`src/rtl/bxctreme_nonce_scheduler.sv`:
```
// Nonce scheduler: feeds base nonces to a fixed-latency hashing chain
// and retires them in order, catching the first victory per job.
module bxctreme_nonce_scheduler #(
  parameter  int PARTITIONBITS = 1,
  parameter  int LATENCY       = 130,
  localparam int NB            = 32 - PARTITIONBITS
) (
  input  logic                     clk,
  input  logic                     rst,
  input  logic                     job_valid_i,
  output logic                     job_ready_o,
  input  logic [7:0][31:0]         job_hashstate_i,
  input  logic [1:0][31:0]         job_words_i,
  input  logic [NB-1:0]            job_nonce_i,
  input  logic [NB-1:0]            job_count_i,
  input  logic                     abort_i,
  output logic                     valid_o,
  output logic                     newblock_o,
  output logic [7:0][31:0]         hashstate_o,
  output logic [2:0][31:0]         words_o,
  input  logic                     victory_i,
  input  logic [PARTITIONBITS-1:0] nonce_start_i,
  output logic                     result_valid_o,
  output logic                     result_found_o,
  output logic [31:0]              result_nonce_o,
  input  logic                     result_ready_i
);

  typedef enum logic [1:0] {IDLE, RUN, DRAIN, DONE} state_e;

  localparam logic [NB-1:0] LAT = NB'(LATENCY);

  state_e           state_q, state_d;
  logic [7:0][31:0] hs_q, hs_d;
  logic [1:0][31:0] wd_q, wd_d;
  logic [NB-1:0]    nonce_q, nonce_d;
  logic [NB-1:0]    count_q, count_d;
  logic [NB-1:0]    issued_q, issued_d;
  logic [NB-1:0]    retired_q, retired_d;
  logic [NB-1:0]    lat_q, lat_d;
  logic             found_q, found_d;
  logic             abort_seen_q, abort_seen_d;
  logic [31:0]      res_q, res_d;

  logic             retiring;
  logic             abort_now;
  logic             vic_acc;
  logic             issue;
  logic [NB-1:0]    issue_nonce;
  logic [NB-1:0]    ret_nonce;

  assign issue_nonce = nonce_q + issued_q;
  assign ret_nonce   = nonce_q + retired_q;
  assign retiring    = (lat_q == LAT) && (retired_q < issued_q);
  assign abort_now   = abort_i && (state_q == RUN || state_q == DRAIN);
  assign vic_acc     = victory_i && retiring && !found_q
                       && !abort_seen_q && !abort_now;
  assign issue       = (state_q == RUN) && !abort_i && !vic_acc;

  always_comb begin
    state_d      = state_q;
    hs_d         = hs_q;
    wd_d         = wd_q;
    nonce_d      = nonce_q;
    count_d      = count_q;
    issued_d     = issued_q;
    retired_d    = retired_q;
    lat_d        = lat_q;
    found_d      = found_q;
    abort_seen_d = abort_seen_q;
    res_d        = res_q;

    if (issue) issued_d = issued_q + 1'b1;
    if (retiring) retired_d = retired_q + 1'b1;
    // Latency clock runs from the first issue and then saturates.
    if (lat_q != LAT && (issue || issued_q != '0))
      lat_d = lat_q + 1'b1;
    if (abort_now) abort_seen_d = 1'b1;
    if (vic_acc) begin
      found_d = 1'b1;
      res_d   = {nonce_start_i, ret_nonce};
    end

    unique case (state_q)
      IDLE: begin
        if (job_valid_i) begin
          hs_d         = job_hashstate_i;
          wd_d         = job_words_i;
          nonce_d      = job_nonce_i;
          count_d      = job_count_i;
          issued_d     = '0;
          retired_d    = '0;
          lat_d        = '0;
          found_d      = 1'b0;
          abort_seen_d = 1'b0;
          res_d        = '0;
          state_d      = (job_count_i == '0) ? DONE : RUN;
        end
      end
      RUN: begin
        if (abort_i || vic_acc || (issued_q + 1'b1 == count_q))
          state_d = DRAIN;
      end
      DRAIN: begin
        if (retired_d == issued_q) state_d = DONE;
      end
      DONE: begin
        if (result_ready_i) state_d = IDLE;
      end
      default: state_d = IDLE;
    endcase
  end

  always_ff @(posedge clk or negedge rst) begin
    if (!rst) begin
      state_q      <= IDLE;
      hs_q         <= '0;
      wd_q         <= '0;
      nonce_q      <= '0;
      count_q      <= '0;
      issued_q     <= '0;
      retired_q    <= '0;
      lat_q        <= '0;
      found_q      <= 1'b0;
      abort_seen_q <= 1'b0;
      res_q        <= '0;
    end else begin
      state_q      <= state_d;
      hs_q         <= hs_d;
      wd_q         <= wd_d;
      nonce_q      <= nonce_d;
      count_q      <= count_d;
      issued_q     <= issued_d;
      retired_q    <= retired_d;
      lat_q        <= lat_d;
      found_q      <= found_d;
      abort_seen_q <= abort_seen_d;
      res_q        <= res_d;
    end
  end

  assign job_ready_o    = (state_q == IDLE);
  assign valid_o        = issue;
  assign newblock_o     = issue && (issued_q == '0);
  assign hashstate_o    = hs_q;
  assign words_o[2]     = {{PARTITIONBITS{1'b0}}, issue_nonce};
  assign words_o[1]     = wd_q[1];
  assign words_o[0]     = wd_q[0];
  assign result_valid_o = (state_q == DONE);
  assign result_found_o = found_q;
  assign result_nonce_o = res_q;

endmodule

```
`config.mk`:
```
export PLATFORM = sky130hd
export DESIGN_NAME = bxctreme_nonce_scheduler
export DESIGN_NICKNAME = d
export VERILOG_FILES = /design/src/rtl/bxctreme_nonce_scheduler.sv
export SDC_FILE = /design/constraint.sdc
export NUM_CORES = 1
export LEC_CHECK = 0
export BUFFER_PORTS_ARGS = -buffer_cell sky130_fd_sc_hd__buf_2
export CORE_ASPECT_RATIO = 0.9
export CORE_MARGIN = 10
export CORE_UTILIZATION = 33
export DETAILED_ROUTE_END_ITERATION = 8
export SLEW_MARGIN = 15
export SYNTH_ARGS = -nofsm -noshare
export SYNTH_HDL_FRONTEND = slang
export SYNTH_SLANG_ARGS = --single-unit
```
`constraint.sdc`:
```
create_clock -name clk -period 11.5 [get_ports clk]
set_input_delay 0.575 -clock clk [delete_from_list [all_inputs] [get_ports clk]]
set_output_delay 0.575 -clock clk [all_outputs]
set_load 0.01 [all_outputs]
```
=== Yosys cells after proc, flatten, opt, wreduce, memory -nomap -nowiden ===
Cells that the tools add are included.

* Register bits after elaboration: 511
* Input port bits: 389
* Output and inout port bits: 389
* Word-level logic and storage cells: 85

* Add/sub/neg operators: 5
* Magnitude comparators: 1
* Equality and inequality tests: 11
* Mux-type cells: 24
* Reduce and logical (&&, ||, !) cells: 25

{| class="wikitable"
|+ Operator list
! operator !! count
|-
| two-way mux 31 bit || 9
|-
| two-way mux 32 bit || 3
|-
| adder 31 x 1 -> 31 bit, second input constant || 3
|-
| adder 31 bit || 2
|-
| equality test 31 bit || 2
|-
| zero test 31 bit || 2
|-
| equality test 31 x 8 -> 1 bit, second input constant || 1
|-
| < comparator 31 bit || 1
|-
| != test 31 x 8 -> 1 bit, second input constant || 1
|-
| nonzero test 31 bit || 1
|-
| logical AND 1 bit || 10
|-
| two-way mux 2 bit || 5
|-
| case mux 2 bit (4 select lines) || 1
|-
| two-way mux 1 bit || 6
|-
| != test 2 x 1 -> 1 bit, second input constant || 3
|-
| zero test 1 bit || 5
|-
| equality test 2 bit, second input constant || 2
|-
| logical OR 1 bit || 4
|-
| AND reduction 4 bit || 1
|-
| equality test 2 x 1 -> 1 bit, second input constant || 1
|-
| zero test 2 bit || 1
|-
| != test 2 bit, second input constant || 1
|-
| AND reduction 2 bit || 1
|}

=== Depth between registers and ports, before layout ===
Gate-level depths: netlist of run 1.

* Depth after elaboration: 13
* Depth in mapped cells: 16
* Gate-level depth less buffers: 14

=== Worst setup path before layout of run 1 ===
Ideal clock, no wire load.

* Path type: register to register
* Start: register issued_q[7]
* End: register state_q[1]
* Setup time: 0.079 ns
* Data arrival time: 3.805 ns
* Required time: 11.421 ns
* Slack: 7.616 ns
* Cell stages (with the launch flop): 17
* Buffers on the path: 3
* Period minus slack after synthesis: 3.884 ns
* Cells stage by stage: dfrtp_1 clkbuf_1 inv_1 ha_1 a21o_1 a2111oi_0 o211a_1 nor4_2 nor3_1 buf_2 buf_2 mux2i_1 o2111ai_1 nor3_1 nand4_1 o41ai_2 mux2i_1

* Word-level cells in the longest chain between the ends: 10
* Elaborated cells on any way between the ends: 15
* Classes of those cells: add/sub: 1; order compare: 1; eq/ne: 4; mux: 1; reduce/logical: 8

{| class="wikitable"
|+ Ends and longest elaborated chain
! what !! RTL line !! text
|-
| from (decl) || 38 || <nowiki>logic [NB-1:0] issued_q, issued_d;</nowiki>
|-
| from (signal assigned) || 133 || <nowiki>issued_q <= issued_d;</nowiki>
|-
| branches (longest 9 deep; another with < comparator 31 bit) || -- ||
|-
| AND reduction 4 bit (no line) (*) || -- ||
|-
| to (signal assigned) || 128 || <nowiki>state_q <= state_d;</nowiki>
|-
| to (decl) || 33 || <nowiki>state_e state_q, state_d;</nowiki>
|}

Mark *: on every way between the ends.
A chain may end at the register's enable or synchronous reset.

=== Worst setup path in the final report of run 1 ===
* Start: register issued_q[8]
* End: output port newblock_o

* Word-level cells in the longest chain between the ends: 9
* Elaborated cells on any way between the ends: 10
* Classes of those cells: order compare: 1; reduce/logical: 9

{| class="wikitable"
|+ Ends and longest elaborated chain
! what !! RTL line !! text
|-
| < comparator 31 bit || 54 || <nowiki>assign retiring = (lat_q == LAT) && (retired_q < issued_q);</nowiki>
|-
| logical AND 1 bit || 54 ||
|-
| logical AND 1 bit (2 in a row) || 56 || <nowiki>assign vic_acc = victory_i && retiring && !found_q</nowiki>
|-
| logical AND 1 bit (2 in a row) || 57 || <nowiki>&& !abort_seen_q && !abort_now;</nowiki>
|-
| zero test 1 bit || 58 || <nowiki>assign issue = (state_q == RUN) && !abort_i && !vic_acc;</nowiki>
|-
| logical AND 1 bit || 58 ||
|-
| logical AND 1 bit (*) || 144 || <nowiki>assign newblock_o = issue && (issued_q == '0);</nowiki>
|-
| to (decl) || 18 || <nowiki>output logic newblock_o,</nowiki>
|}

Mark *: on every way between the ends. The rest lies on a longest branch, timed or not.

==> metrics.csv, run 1 <==
metric,value,unit
chip height,286.5,um
RSZ-0062 raised after global routing,no,
Max transition margin,0.2404,
Post-CTS Resized,0,
CTS buffer count,59,
Min-Delay Path Class,in2reg,
Worst Setup End Kind,primary output,
actual slew at the worst max-slew pin,1.139,ns
fmax,0.1862,GHz
final setup violation count,0,
Nets,4279,
PortBufs,776,
TritonCTS clock tree,built,
# rows,97,
Mapped Cells,3084,
Synth Cell Area,26030,um^2
"EDFF count, synth",0,
Routed Antenna Nets,0,
"Data arrival, critical path",4.80,ns
CP required,10.93,ns
"FFs w/ async S/R, synth",1.000,
sequential area share after synthesis,0.4912,
status,finished clean,
htree depth,2,
share of post-route cells with drive strength above 1,0.2409,
width of the die,316.1,um
clk slew on worst S/H paths,0.07,ns
fillers,7987,
worst skew pair latency,0.63,ns
HPWL Detailed,78.05,mm
total detailed-routing wirelength,101.1,mm
"commonest cells after routing, fill and taps aside","nand2_1 (1277), buf_2 (775), dfrtp_1 (511)",
Vias,23970,
Setup CP Type,reg2out,
core area,78040,um^2
routability cong.,0.9343,
post-synth cell types,77,
Max IR drop VDD,0.1655,mV
fin cells,4879,
drt wl/cell,20.73,um
Final Hold Fails,0,
Layout area overhead,26.21,%
PnR Total Power,7.779,mW
max-cap violations,0,
CTS Sinks,511,
Max Root-Sink Buffers,3,
clk root buf,clkbuf_16,
"commonest non-fill, non-tap cell in the layout",nand2_1,
detailed router's first-iteration violation count,1943,
setup TNS,0,ns
Synthesized Nets,3574,
DR vias/cell,4.913,
clk_skew,0.01589,ns
worst-path maximum fanout,23,
Total GRT Usage,0.2154,
Die Area,90540,um^2
io pins,778,
first-pass GRT wire length,152.1,mm
Period minus WS final,5.371,ns
leakage power,17.71,nW
Final Cycle Share,0.4670,
register-to-register setup slack,6.39,ns
Seq cells post-synth,511,
starting density of the core,0.3336,
Synth warnings,0,
1st-pass router iterations,5,
Remaining DRCs,0,
Post-synth top flop,dfrtp_1,
Power per Cell Area,236.7,nW/um^2
Slew Limit Fails,0,
total gr overflow,0,
initial antenna violation count,29,
largest net degree at the start of global routing,173,
Startpoint Class,flip-flop,
syn_area_per_cell,8.442,um^2
post-placement cell count,4766,
vias in the first global route,24080,
report_power, final:
part / internal (mW) / switching (mW) / total, mW / leakage [nW]
sequential: 2.45 / 0.424 / 2.87 / 6.56
combinational: 1.04 / 1.90 / 2.94 / 10.2
clock: 1.17 / 0.800 / 1.97 / 0.991
Yosys cell counts (all sizes together), types with 8 or more instances:
cell / instances / area (um^2)
nor3: 33 / 170.2
a31oi: 13 / 81.33
inv: 62 / 232.7
and3: 21 / 131.4
nand4: 49 / 321.6
o21ai: 45 / 225.2
a21o: 38 / 285.3
xor2: 61 / 534.3
a21oi: 103 / 515.5
mux2i: 8 / 80.08
nand2b: 10 / 62.56
xnor2: 118 / 1033
nor4: 52 / 376.6
or3: 18 / 112.6
a211oi: 13 / 97.59
nand2: 1278 / 4797
dfrtp: 511 / 12790
nor2: 170 / 640.6
o21bai: 14 / 105.1
nand3: 66 / 335.3
clkbuf: 136 / 510.5
buf: 19 / 117.6
and2: 14 / 87.58
nor4b: 8 / 70.07
ha: 99 / 1239
o31ai: 8 / 60.06
worst paths after layout:
path                       cells past startpoint                      endpoint                    startpoint
setup / recovery                              14                    newblock_o         issued_q[8]$_DFF_PN0_
hold / removal                                 3  hashstate_o[127]$_DFFE_PN0P_          job_hashstate_i[127]
setup reg to reg                              17        state_q[1]$_DFFE_PN0P_         issued_q[8]$_DFF_PN0_
hold reg to reg                                2  hashstate_o[120]$_DFFE_PN0P_  hashstate_o[120]$_DFFE_PN0P_
max in group asynchronous                      4  hashstate_o[214]$_DFFE_PN0P_                           rst
min in group asynchronous                      2   result_nonce_o[6]$_DFF_PN0_                           rst
cells by family (layout without fill, tap and decap cells):
kind of cell / count (synthesis) / in the layout / synth area share
adder cells (fa/ha/maj): 101 / 101 / 0.04912
AND/OR/NAND/NOR: 1759 / 1759 / 0.2848
multiplexers: 8 / 8 / 0.003076
flip-flops: 511 / 511 / 0.4912
XOR/XNOR: 181 / 181 / 0.06195
AO/OA/AOI/OAI: 305 / 305 / 0.07656
other: 1 / 10 / 0.0001440
buffers and inverters: 218 / 965 / 0.03321
timing repair:
item                                   CTS  global route
hold buffers                             1             0
endpoints found under the hold margin   75             0
setup buffers                            0             0
routing by layer:
metal,up-vias,share of wire,global-route usage
met3,174,0.079,0.05483
met1,11380,0.41,0.2789
li1,11530,-,-
met5,-,0.0014,0
met4,20,0.029,0.06143
met2,864,0.48,0.3518
state kept, by name, indices dropped and copies added, names as in the netlist:
name            flops
state_q             2
hashstate_o       256
words_o            64
lat_q              31
count_q            31
retired_q          31
nonce_q            31
result_nonce_o     32
abort_seen_q        1
result_found_o      1
issued_q           31
worst max-delay path, stage by stage (launching register included):
cell       delay [ns]
dfrtp_1          0.66
inv_1            0.14
ha_1             0.34
a21o_1           0.17
a2111oi_0        0.40
o211a_1          0.24
nor4_2           0.05
buf_4            0.21
nor3_2           0.15
buf_4            0.29
a21o_1           0.16
buf_4            0.20
clkinv_1         0.52
and2_1           0.40
buf_2            0.18
final cells by class:
class                           count  area, um^2  area share
Antenna cell                        9       22.52   0.0006854
Multi-Input combinational cell   2355       12400      0.3775
Timing Repair Buffer              799        4094      0.1246
Sequential cell                   511       12790      0.3892
Clock inverter                     23       297.8    0.009063
Clock buffer                       80        1715     0.05221
Inverter                           63       236.5    0.007197
Tap cell                         1039        1300     0.03956
per-stage QoR:
stage	utilization	worst slack, ns	hold slack (ns)	area, um^2
2_1_floorplan	-	7.616	0.2794	26040
3_3_place_gp	0.3948	6.664	0.4529	30810
3_5_place_dp	0.3948	6.466	0.4562	30810
4_1_cts	0.4208	6.126	0.07429	32840
5_1_grt	0.4210	5.796	0.09307	32850
6_report	0.4210	6.129	0.1242	32860
(Power assumes the default switching activity.)
==> inputs of run 2 (changes only) <==
- ABC_AREA: not set -> 1
- clock period: 11.5 -> 5.47 ns (I/O delays scaled with it)
==> run 2 against run 1 <==
Against the previous run: via count rose by 20%; register-to-register slack worse by 5.1 ns; worst hold slack lost 0.034 ns; sequential power rose by 130%; power rose to 2.5 times the previous value; core utilization grew 4.3 points; worst setup slack lost 5.2 ns; first-iteration DRC count grew 37%; largest cell class is now multi-input gates; largest power group unchanged; highest routed layer unchanged.
==> metrics.csv, run 2 <==
metric,value,unit
Total GRT Usage,0.2592,
# rows,100,
Layout area overhead,40.02,%
CP most frequent cell,nand2_1,
Routed Antenna Nets,0,
Vias,28880,
Setup CP Type,reg2out,
routability cong.,0.9770,
leakage power,20.40,nW
TritonCTS clock tree,built,
sequential area share after synthesis,0.4681,
RSZ-0062 raised after global routing,no,
max-cap violations,0,
fin cells,5877,
most frequent cell after synthesis,nand2_1,
fillers,8149,
"commonest non-fill, non-tap cell in the layout",nand2_1,
worst min-delay path startpoint,abort_i,
Seq cells post-synth,511,
HPWL Detailed,96.04,mm
Die Area,94700,um^2
Hold Path End,abort_seen_q$_DFF_PN0_,
total detailed-routing wirelength,126.6,mm
Sw Share,0.4455,
Clk pwr share,0.219,
PnR Total Power,19.68,mW
register-to-register setup slack,1.28,ns
Post-CTS Resized,0,
largest net degree at the start of global routing,187,
Worst Setup End Kind,primary output,
worst skew pair latency,0.66,ns
Power per Cell Area,514.6,nW/um^2
vias in the first global route,28980,
R2R depth,22,
syn_area_per_cell,7.531,um^2
Reg power frac,0.330,
clk slew on worst S/H paths,0.07,ns
status,finished clean,
worst hold stages,5,
Post-synth top cells,"nand2_1 (1657), dfrtp_1 (511), nor2_1 (222)",
1st-pass router iterations,5,
Comb pwr share,0.451,
Synth area leaders,"dfrtp_1 (47%), nand2_1 (23%), ha_1 (4.5%)",
total gr overflow,0,
width of the die,323.3,um
core area,82450,um^2
CP Cell Sequence,inv_1 -> ha_1 -> a21oi_1 -> nand2_1 -> a21oi_1 -> nand2_1 -> nand2_2 -> nand2_1 -> inv_2 -> nand3_2 -> nand2_2 -> clkinv_1 -> buf_4 -> buf_2,
worst reg2reg startpoint,issued_q[14]$_DFF_PN0_,
slowest CP cell,dfrtp_1,
chip height,292.9,um
drt wl/cell,21.55,um
actual slew at the worst max-slew pin,1.184,ns
"commonest cells after routing, fill and taps aside","nand2_1 (1656), buf_2 (775), dfrtp_1 (511)",
"EDFF count, synth",0,
post-CTS setup buffer count,0,
Mapped Cells,3627,
worst-path maximum fanout,53,
"FFs w/ async S/R, synth",1.000,
switching pwr,8.767,mW
top-area cell type share of the netlist area,0.4681,
final setup violation count,0,
CTS Sinks,511,
crit-path max cell delay,0.62,ns
Area after DPL,32240,um^2
Min-Delay Path Class,in2reg,
starting density of the core,0.3313,
post-synth cell types,54,
Synth Cell Area,27310,um^2
Startpoint Class,flip-flop,
cell taking the most area after synthesis,dfrtp_1,
Slew Limit Fails,0,
number of flip-flops under the largest register name,256,
share of post-route cells with drive strength above 1,0.2012,
Post-synth top flop,dfrtp_1,
Max Root-Sink Buffers,3,
Final Cycle Share,0.8367,
origin of the worst setup path,issued_q[14]$_DFF_PN0_,
DR vias/cell,4.915,
initial antenna violation count,48,
Max IR drop VDD,0.2794,mV
Synthesized Nets,4117,
post-placement cell count,5358,
RR Endpoint,state_q[0]$_DFFE_PN0P_,
detailed router's first-iteration violation count,2661,
Max transition margin,0.2105,
Period minus WS final,4.577,ns
setup TNS,0,ns
final hold slack,0.09004,ns
Final Hold Fails,0,
PortBufs,776,
first-pass GRT wire length,186.7,mm
Remaining DRCs,0,
Synth warnings,0,
CP required,5.20,ns
clk_skew,0.03771,ns
htree depth,2,
fmax,0.2185,GHz
design area,38250,um^2
Nets,5222,
clk root buf,clkbuf_16,
"Data arrival, critical path",4.30,ns
Cell Int Power,10.91,mW
io pins,778,
CTS buffer count,58,
run 2: logic make-up after synthesis:
| family | count (synthesis) | synth area share |
|---|---|---|
| AO/OA/AOI/OAI | 325 | 0.06372 |
| flip-flops | 511 | 0.4681 |
| adder cells (fa/ha/maj) | 101 | 0.04681 |
| buffers and inverters | 374 | 0.05460 |
| XOR/XNOR | 118 | 0.03884 |
| other | 1 | 0.0001373 |
| AND/OR/NAND/NOR | 2197 | 0.3277 |
run 2: power groups by stage:
stage	combinational (mW)	sequential, mW	clock (mW)
after floorplan	4.32	6.65	0
after global placement	8.54	6.43	0
after detailed placement	8.57	6.43	0
after CTS	8.86	6.43	4.40
after global routing	9.80	6.65	4.55
final	8.87	6.49	4.31
run 2: metrics by stage:
| step | worst slack (ns) | util |
|---|---|---|
| CTS | 0.9458 | 0.4631 |
| finish | 0.8933 | 0.4638 |
| detailed placement | 1.395 | 0.3910 |
| floorplan | 2.724 | - |
| global route | 0.6078 | 0.4638 |
| global placement | 1.422 | 0.3910 |
run 2: worst max-delay path by stage:
stage | endpoint | slack (ns) | cells after the start
finish | valid_o | 0.89 | 14
detailed placement | state_q[1]$_DFFE_PN0P_ | 1.39 | 24
CTS | valid_o | 0.95 | 16
floorplan | words_o[86] | 2.72 | 13
global placement | state_q[0]$_DFFE_PN0P_ | 1.42 | 24
global route | valid_o | 0.61 | 16
run 2: what timing repair did:
item                       4_1_cts  5_1_grt
setup endpoints to repair        0        0
hold endpoints to repair       475        0
hold buffers                   385        0
run 2: area by class of cell:
class,instances,area [um^2],area share
multi-input cells,2742,13050,0.3413
flip-flops and latches,511,12790,0.3343
repair buffers,1184,8020,0.2097
clock buffers,76,1599,0.04181
well taps,1071,1340,0.03504
inverters,235,892.1,0.02333
clock inverters,33,493.0,0.01289
diodes,25,62.56,0.001636
run 2: metal layers:
metal | wire length (um) | vias up | track usage | share of wire
li1 | - | 13770 | - | -
met1 | 51960 | 13530 | 0.3291 | 0.41
met2 | 57010 | 1248 | 0.4035 | 0.45
met3 | 12120 | 306 | 0.08404 | 0.096
met4 | 5398 | 24 | 0.1040 | 0.043
met5 | 130 | - | 0 | 0.0010
run 2: worst max-delay path, delay by kind of cell (launching register included):
kind | cells | cell delay (ns)
AND/OR/NAND/NOR | 6 | 1.28
AO/OA/AOI/OAI | 2 | 0.30
adder cells (fa/ha/maj) | 1 | 0.35
flip-flops | 1 | 0.62
buffers and inverters | 5 | 1.03
